--- config.mk ---
export PLATFORM = sky130hd
export DESIGN_NAME = ctrl_multiciclo
export DESIGN_NICKNAME = d
export VERILOG_FILES = /design/src/rtl/ctrl_multiciclo_pkg.sv /design/src/rtl/ctrl_multiciclo_mem_wait_timer.sv /design/src/rtl/ctrl_multiciclo.sv
export SDC_FILE = /design/constraint.sdc
export NUM_CORES = 1
export LEC_CHECK = 0
export CORE_MARGIN = 4
export CORE_UTILIZATION = 43
export CTS_BUF_LIST = sky130_fd_sc_hd__clkbuf_8 sky130_fd_sc_hd__clkbuf_16
export CTS_CLUSTER_SIZE = 28
export DETAILED_ROUTE_END_ITERATION = 10
export GPL_TIMING_DRIVEN = 0
export HOLD_SLACK_MARGIN = 0.12
export PLACE_DENSITY = 0.79
export SETUP_SLACK_MARGIN = 0.4
export SLEW_MARGIN = 20
export SYNTH_ARGS = -nofsm -noshare
export SYNTH_HDL_FRONTEND = slang
export SYNTH_HIERARCHICAL = 1
export SYNTH_SLANG_ARGS = --single-unit
--- constraint.sdc ---
create_clock -name clk_i -period 2.33 [get_ports clk_i]
set_input_delay 0.466 -clock clk_i [delete_from_list [all_inputs] [get_ports clk_i]]
set_output_delay 0.466 -clock clk_i [all_outputs]
set_load 0.05 [all_outputs]
--- src/rtl/ctrl_multiciclo_pkg.sv ---
// Shared state codes, opcode values and datapath select encodings for the multicycle
// RV32I controller.
package ctrl_multiciclo_pkg;

    typedef enum logic [3:0] {
        StFetch    = 4'd0,
        StDecode   = 4'd1,
        StExecR    = 4'd2,
        StExecI    = 4'd3,
        StAluWb    = 4'd4,
        StMemAddr  = 4'd5,
        StMemRead  = 4'd6,
        StMemWb    = 4'd7,
        StMemWrite = 4'd8,
        StBranch   = 4'd9,
        StTrap     = 4'd10
    } state_e;

    localparam logic [6:0] OpcRType  = 7'b0110011;
    localparam logic [6:0] OpcIType  = 7'b0010011;
    localparam logic [6:0] OpcLoad   = 7'b0000011;
    localparam logic [6:0] OpcStore  = 7'b0100011;
    localparam logic [6:0] OpcBranch = 7'b1100011;

    localparam logic [1:0] AluAPc    = 2'b00;
    localparam logic [1:0] AluARs1   = 2'b01;
    localparam logic [1:0] AluAOldPc = 2'b10;

    localparam logic [1:0] AluBRs2    = 2'b00;
    localparam logic [1:0] AluBFour   = 2'b01;
    localparam logic [1:0] AluBImm    = 2'b10;
    localparam logic [1:0] AluBImmSh1 = 2'b11;

    localparam logic [1:0] AluOpAdd   = 2'b00;
    localparam logic [1:0] AluOpSub   = 2'b01;
    localparam logic [1:0] AluOpFunct = 2'b10;

endpackage

--- src/rtl/ctrl_multiciclo_mem_wait_timer.sv ---
// Counts consecutive cycles a memory request waits for ready; flags expiry so the
// controller can trap instead of stalling forever.
module ctrl_multiciclo_mem_wait_timer #(
    parameter int unsigned Timeout = 15
) (
    input  logic clk_i,
    input  logic rst_ni,
    input  logic req_i,
    input  logic ready_i,
    output logic expired_o
);

    localparam int unsigned Width = $clog2(Timeout + 1);

    logic [Width-1:0] count_q, count_d;
    logic             waiting;

    assign waiting = req_i & ~ready_i;

    // Saturates at Timeout; any cycle that is not a stalled request clears the count.
    always_comb begin
        count_d = '0;
        if (waiting) begin
            count_d = (count_q == Width'(Timeout)) ? count_q : count_q + Width'(1);
        end
    end

    assign expired_o = waiting && (count_d == Width'(Timeout));

    always_ff @(posedge clk_i or negedge rst_ni) begin
        if (!rst_ni) begin
            count_q <= '0;
        end else begin
            count_q <= count_d;
        end
    end

endmodule

--- src/rtl/ctrl_multiciclo.sv ---
// Multicycle RV32I control FSM: sequences a shared-memory, single-ALU datapath and traps
// the core when a memory request waits too long.
import ctrl_multiciclo_pkg::*;

module ctrl_multiciclo #(
    parameter int unsigned MEM_TIMEOUT = 15
) (
    input  logic       clk_i,
    input  logic       rst_ni,
    input  logic       run_i,
    input  logic [6:0] opcode_i,
    input  logic       mem_ready_i,
    output logic       ir_write_o,
    output logic       pc_write_o,
    output logic       pc_write_cond_o,
    output logic       pcsource_o,
    output logic       iord_o,
    output logic       mem_req_o,
    output logic       mem_we_o,
    output logic       memtoreg_o,
    output logic       regwrite_o,
    output logic [1:0] alusrc_a_o,
    output logic [1:0] alusrc_b_o,
    output logic [1:0] aluop_o,
    output logic       instret_o,
    output logic       illegal_o,
    output logic       halted_o,
    output logic [3:0] state_o
);

    state_e state_q, state_d;
    logic   mem_timeout;

    ctrl_multiciclo_mem_wait_timer #(
        .Timeout(MEM_TIMEOUT)
    ) u_mem_wait_timer (
        .clk_i    (clk_i),
        .rst_ni   (rst_ni),
        .req_i    (mem_req_o),
        .ready_i  (mem_ready_i),
        .expired_o(mem_timeout)
    );

    always_ff @(posedge clk_i or negedge rst_ni) begin
        if (!rst_ni) begin
            state_q <= StFetch;
        end else begin
            state_q <= state_d;
        end
    end

    assign state_o = state_q;

    always_comb begin
        state_d         = state_q;
        ir_write_o      = 1'b0;
        pc_write_o      = 1'b0;
        pc_write_cond_o = 1'b0;
        pcsource_o      = 1'b0;
        iord_o          = 1'b0;
        mem_req_o       = 1'b0;
        mem_we_o        = 1'b0;
        memtoreg_o      = 1'b0;
        regwrite_o      = 1'b0;
        alusrc_a_o      = AluAPc;
        alusrc_b_o      = AluBRs2;
        aluop_o         = AluOpAdd;
        instret_o       = 1'b0;
        illegal_o       = 1'b0;
        halted_o        = 1'b0;

        // Outputs are gated by reset so an in-flight request drops without waiting for a clock.
        if (rst_ni) begin
            case (state_q)
                StFetch: begin
                    if (run_i) begin
                        mem_req_o  = 1'b1;
                        alusrc_a_o = AluAPc;
                        alusrc_b_o = AluBFour;
                        aluop_o    = AluOpAdd;
                        if (mem_ready_i) begin
                            ir_write_o = 1'b1;
                            pc_write_o = 1'b1;
                            state_d    = StDecode;
                        end
                    end
                end
                StDecode: begin
                    alusrc_a_o = AluAOldPc;
                    alusrc_b_o = AluBImmSh1;
                    aluop_o    = AluOpAdd;
                    case (opcode_i)
                        OpcRType:           state_d = StExecR;
                        OpcIType:           state_d = StExecI;
                        OpcLoad, OpcStore:  state_d = StMemAddr;
                        OpcBranch:          state_d = StBranch;
                        default: begin
                            illegal_o = 1'b1;
                            state_d   = StFetch;
                        end
                    endcase
                end
                StExecR: begin
                    alusrc_a_o = AluARs1;
                    alusrc_b_o = AluBRs2;
                    aluop_o    = AluOpFunct;
                    state_d    = StAluWb;
                end
                StExecI: begin
                    alusrc_a_o = AluARs1;
                    alusrc_b_o = AluBImm;
                    aluop_o    = AluOpFunct;
                    state_d    = StAluWb;
                end
                StAluWb: begin
                    regwrite_o = 1'b1;
                    instret_o  = 1'b1;
                    state_d    = StFetch;
                end
                StMemAddr: begin
                    alusrc_a_o = AluARs1;
                    alusrc_b_o = AluBImm;
                    aluop_o    = AluOpAdd;
                    state_d    = (opcode_i == OpcLoad) ? StMemRead : StMemWrite;
                end
                StMemRead: begin
                    mem_req_o = 1'b1;
                    iord_o    = 1'b1;
                    if (mem_ready_i) begin
                        state_d = StMemWb;
                    end
                end
                StMemWb: begin
                    regwrite_o = 1'b1;
                    memtoreg_o = 1'b1;
                    instret_o  = 1'b1;
                    state_d    = StFetch;
                end
                StMemWrite: begin
                    mem_req_o = 1'b1;
                    mem_we_o  = 1'b1;
                    iord_o    = 1'b1;
                    if (mem_ready_i) begin
                        instret_o = 1'b1;
                        state_d   = StFetch;
                    end
                end
                StBranch: begin
                    alusrc_a_o      = AluARs1;
                    alusrc_b_o      = AluBRs2;
                    aluop_o         = AluOpSub;
                    pc_write_cond_o = 1'b1;
                    pcsource_o      = 1'b1;
                    instret_o       = 1'b1;
                    state_d         = StFetch;
                end
                StTrap: begin
                    halted_o = 1'b1;
                end
                default: begin
                    state_d = StTrap;
                end
            endcase

            // Expiry implies ready is low, so no write was issued this cycle.
            if (mem_timeout) begin
                state_d = StTrap;
            end
        end
    end

endmodule

==> reports/results.ini, run 1 <==
[floorplanning]
die_h_um=52.2
std_cell_rows=15
floorplan.initialDensity=0.470
boundaryPins=33
fp.dieW_um=52.2

[place]
dpl-instance-area_sq_mm=0.00139
io_buffers=32
place.gp.congestion=0.913
pre_cts_slack_ns=-0.919
hpwl_um=2170

[clocking]
clock-sinks=8
clk_path_buf_depth=2
ctsHtreeMaxLevel=1
cts_hold_buffers=0
numCtsBuffers=3
root_buffer=clkbuf_8

[grt]
grt_start_max_net_pins=18

[timing]
timing.grt.repair.worst_endpoint=instret_o
timing.worst_endpoint.kind=output port

[outcome]
first_error=[ERROR DPL-0038] Utilization greater than 100%, impossible to legalize
status=aborted with a tool error
last-stage-reached=5_1_grt

[synthesis]
synth-async-reset-ratio=1.00
synth.yosys.seq_area_share=0.239
yosys.cell_count.top_type=nor2_1
post_synth_most_frequent_cells=13 x nor2_1, 10 x a21oi_1, 9 x nand2_1, 8 x dfrtp_1
synth_nets=123
synth-seq-cells=8
syn-instance-count=111
syn_std_cell_area_sq_um=838
count_of_unique_library_cells_instantiated_by_yosys=41
synth_area_leader_cell=dfrtp_1
yosys_most_used_dff=dfrtp_1
synthTopCellsByArea=dfrtp_1 24%, a21oi_1 6.0%, nor2_1 5.8%, nor4_1 4.5%, nand2_1 4.0%
synth_enable_flop_cells=0
synthesis.yosys.warnings=6
synth.top_cell.area_share=0.239
syn_area_per_cell_sq_um=7.55

kinds of logic after synthesis:
family / synth area share
and+or+nand+nor: 0.391
AOI/OAI and AO/OA: 0.216
buffers and inverters: 0.0955
DFF: 0.239
xor gates and xnor gates: 0.0313
muxes: 0.0119
adders and majority gates: 0.0149
stage by stage:
stage          cells  TNS (ns)
2_1_floorplan    111         0
3_3_place_gp     168    -14.68
3_5_place_dp     168    -15.77
4_1_cts          186         0
timing repair:
| item | CTS |
|---|---|
| endpoints found under the setup margin | 26 |
| pin swaps | 6 |
| setup buffers | 15 |
| resized for setup | 149 |
| gates cloned | 0 |
==> run 2, diff against run 1 <==
==> config.mk (replaced) <==
export PLATFORM = sky130hd
export DESIGN_NAME = ctrl_multiciclo
export DESIGN_NICKNAME = d
export VERILOG_FILES = /design/src/rtl/ctrl_multiciclo_pkg.sv /design/src/rtl/ctrl_multiciclo_mem_wait_timer.sv /design/src/rtl/ctrl_multiciclo.sv
export SDC_FILE = /design/constraint.sdc
export NUM_CORES = 1
export LEC_CHECK = 0
export CORE_AREA = 4 4 65 67
export DETAILED_ROUTE_END_ITERATION = 10
export DIE_AREA = 0 0 69 71
export GPL_TIMING_DRIVEN = 0
export PLACE_DENSITY_LB_ADDON = 0.15
export SLEW_MARGIN = 20
export SYNTH_ARGS = -nofsm -noshare
export SYNTH_HDL_FRONTEND = slang
export SYNTH_HIERARCHICAL = 1
export SYNTH_SLANG_ARGS = --single-unit
==> reports/results.ini, run 2 <==
[outcome]
status=completed

[synthesis]
synth.yosys.seq_area_share=0.239
synth.top_cell.area_share=0.239
synth.mux.area_fraction=0.0119
syn_area_per_cell_sq_um=7.55
yosys.area_share.simple=0.391
syn_std_cell_area_sq_um=838
synth_nets=123
synth_compound_gate_area_share=0.216
yosys_most_used_dff=dfrtp_1
synth-async-reset-ratio=1.00
synth_enable_flop_cells=0
yosys.cell_count.top_type=nor2_1
synth_top_family_by_area=simple AND/OR/NAND/NOR gates
synthTopCellsByArea=dfrtp_1 24%, a21oi_1 6.0%, nor2_1 5.8%, nor4_1 4.5%, nand2_1 4.0%
synth-seq-cells=8
syn-instance-count=111
synth_area_leader_cell=dfrtp_1
post_synth_fa_ha_maj_area_fraction=0.0149
parity_gate_share_of_the_synthesized_area_counting_xor_and_xnor_cells=0.0313
post_synth_most_frequent_cells=13 x nor2_1, 10 x a21oi_1, 9 x nand2_1, 8 x dfrtp_1
count_of_unique_library_cells_instantiated_by_yosys=41
synthesis.yosys.warnings=6

[grt]
grt_busiest_layer=met2
number_of_antenna_violations_at_the_first_check_in_global_routing=0
grtUsageMet3=0.0313
grt_pass1_vias=953
grtUsageMet2=0.169
global_route_wire_length_before_repair_um=4370
globalRouteOverflowTotal=0
global_route.usage.total=0.108
grt_start_max_net_pins=18
met1_usage=0.141

[routing]
initialDrtViolationCount=34
drt_first_pass_iters=4
vias=932
antenna_violating_nets_post_route=0
wl_um=2570
post_drt_wl_per_cell_um=13.2
post-route-drc-count=0
viasPerCell=4.78

[floorplanning]
die_h_um=71
std_cell_rows=22
die_area_sq_mm=0.00490
fp.dieW_um=69
core_region_area_sq_mm=0.00363
floorplan.initialDensity=0.231
boundaryPins=33

[setup_path]
worstPathRequired_ns=1.86
worst_path_arrival_time_ns=1.77
cp_max_fo=10
worstSetupEndpointType=primary output
worst_setup_path_start_kind=flop
worstSetupPathType=reg -> out

[worst_hold_path]
worstHoldPathType=in -> async

[timing]
slew_headroom=0.666
slew_limit_fails=0
post-route-period-util=0.960
rsz0062_at_grt=no
hold_viol_final=0
clock_skew_after_layout_ns=0.00758
tightestPinTransition_ns=0.500
layout_min_cycle_time_ns=2.24
fmaxAchievable_mhz=447
setup_viol=0

[clocking]
cts_setup_buffers=0
clk_path_buf_depth=2
root_buffer=clkbuf_8
numCtsBuffers=3
cts_tree=done
ctsHtreeMaxLevel=1
clk_latency_ns=0.23
clock-sinks=8
clkSlewWorstSetupHoldPaths_ns=0.05

[power_and_ir_drop]
pwr_density_cell_mw_per_mm2=276
peak_ir_drop_on_the_vdd_network_uv=114
leakagePower_uw=0.000532

[layout]
fillCellCount=407
post-route-util=0.359
num_antenna_cells=0
finalInstanceArea_sq_mm=0.00131
layout.cells.most_common=clkdlybuf4s50_1
most_used_cells_in_the_layout_excluding_fill_and_tap_cells=13 x clkdlybuf4s50_1, 12 x nor2_1, 9 x a21oi_1, 8 x nand2_1, 6 x buf_2
post_route_cells_drive_above_1_share=0.340
final_nets=160
area_growth_pct=55.7

[place]
place.gp.congestion=0.757
dpl-instance-area_sq_mm=0.00130
hpwl_um=1980
io_buffers=32

[job]
max_cap_violations=0

## run 2: cell counts after synthesis
No cell type changed its count.
## run 2: metal layers
layer  up-vias  part of all wire
li1        478                 -
met1       427              0.49
met2        25              0.45
met3         2             0.059
met4         0            0.0035
met5         -                 0
## run 2: path summary, 6_finish.rpt
check / slack [ns] / endpoint / cells after the start / start
min in group clk_i: 0.63 / u_mem_wait_timer/count_q[2] / 2 / u_mem_wait_timer/count_q[3]
max: 0.09 / mem_req_o / 4 / state_o[0]
max in group asynchronous: 1.81 / state_o[1] / 1 / rst_ni
max reg2reg: 0.22 / state_o[2] / 8 / state_o[0]
min: 0.23 / state_o[2] / 1 / rst_ni
min reg2reg: 0.63 / u_mem_wait_timer/count_q[2] / 2 / u_mem_wait_timer/count_q[3]
## run 2: worst max-delay path: stages, from the launching register on
cell and delay [ns]:
dfrtp_2 0.45, clkbuf_2 0.21, nand2b_1 0.29, a21oi_4 0.20
clkdlybuf4s15_2 0.39
## run 2: area by class of cell
| class | instances | area, sq um | share of cell area |
|---|---|---|---|
| Buffer | 8 | 68.8 | 0.0527 |
| Clock buffer | 4 | 45.0 | 0.0345 |
| Inverter | 6 | 26.3 | 0.0201 |
| Multi-Input combinational cell | 89 | 629 | 0.482 |
| Sequential cell | 8 | 205 | 0.157 |
| Tap cell | 48 | 60.1 | 0.0460 |
| Timing Repair Buffer | 32 | 270 | 0.207 |
## run 2: timing repair
item | CTS | global route
pin swaps | 0 | 0
gates resized for setup | 55 | 29
setup endpoints to repair | 21 | 16
hold buffers | 0 | 0
## run 2: per-stage QoR
stage	worst slack, ns	setup TNS (ns)	power (uW)	instances	hold slack [ns]
global placement	-1.19	-17.11	186	191	0.608
finish	0.0929	0	361	195	0.232
global route	0.0136	0	381	195	0.251
detailed placement	-1.18	-16.99	186	191	0.619
CTS	0.000306	0	367	195	0.238
floorplan	-0.243	-0.906	156	111	0.170
## run 2: report_power, final
group          total, uW  switching (uW)  internal, uW  leakage (uW)
clock network        177            58.0           119     0.0000228
registers            139               0           139     0.0000974
logic               44.2            21.7          22.5      0.000412
## run 2: logic make-up (layout without fill, tap and decap cells)
family,Yosys count,in the layout
AO/OA/AOI/OAI,28,28
XOR/XNOR,3,3
adder cells (fa/ha/maj),1,1
buffers and inverters,14,50
flip-flops,8,8
multiplexers,1,1
AND/OR/NAND/NOR,56,56
Power figures use the tool's default switching activity.
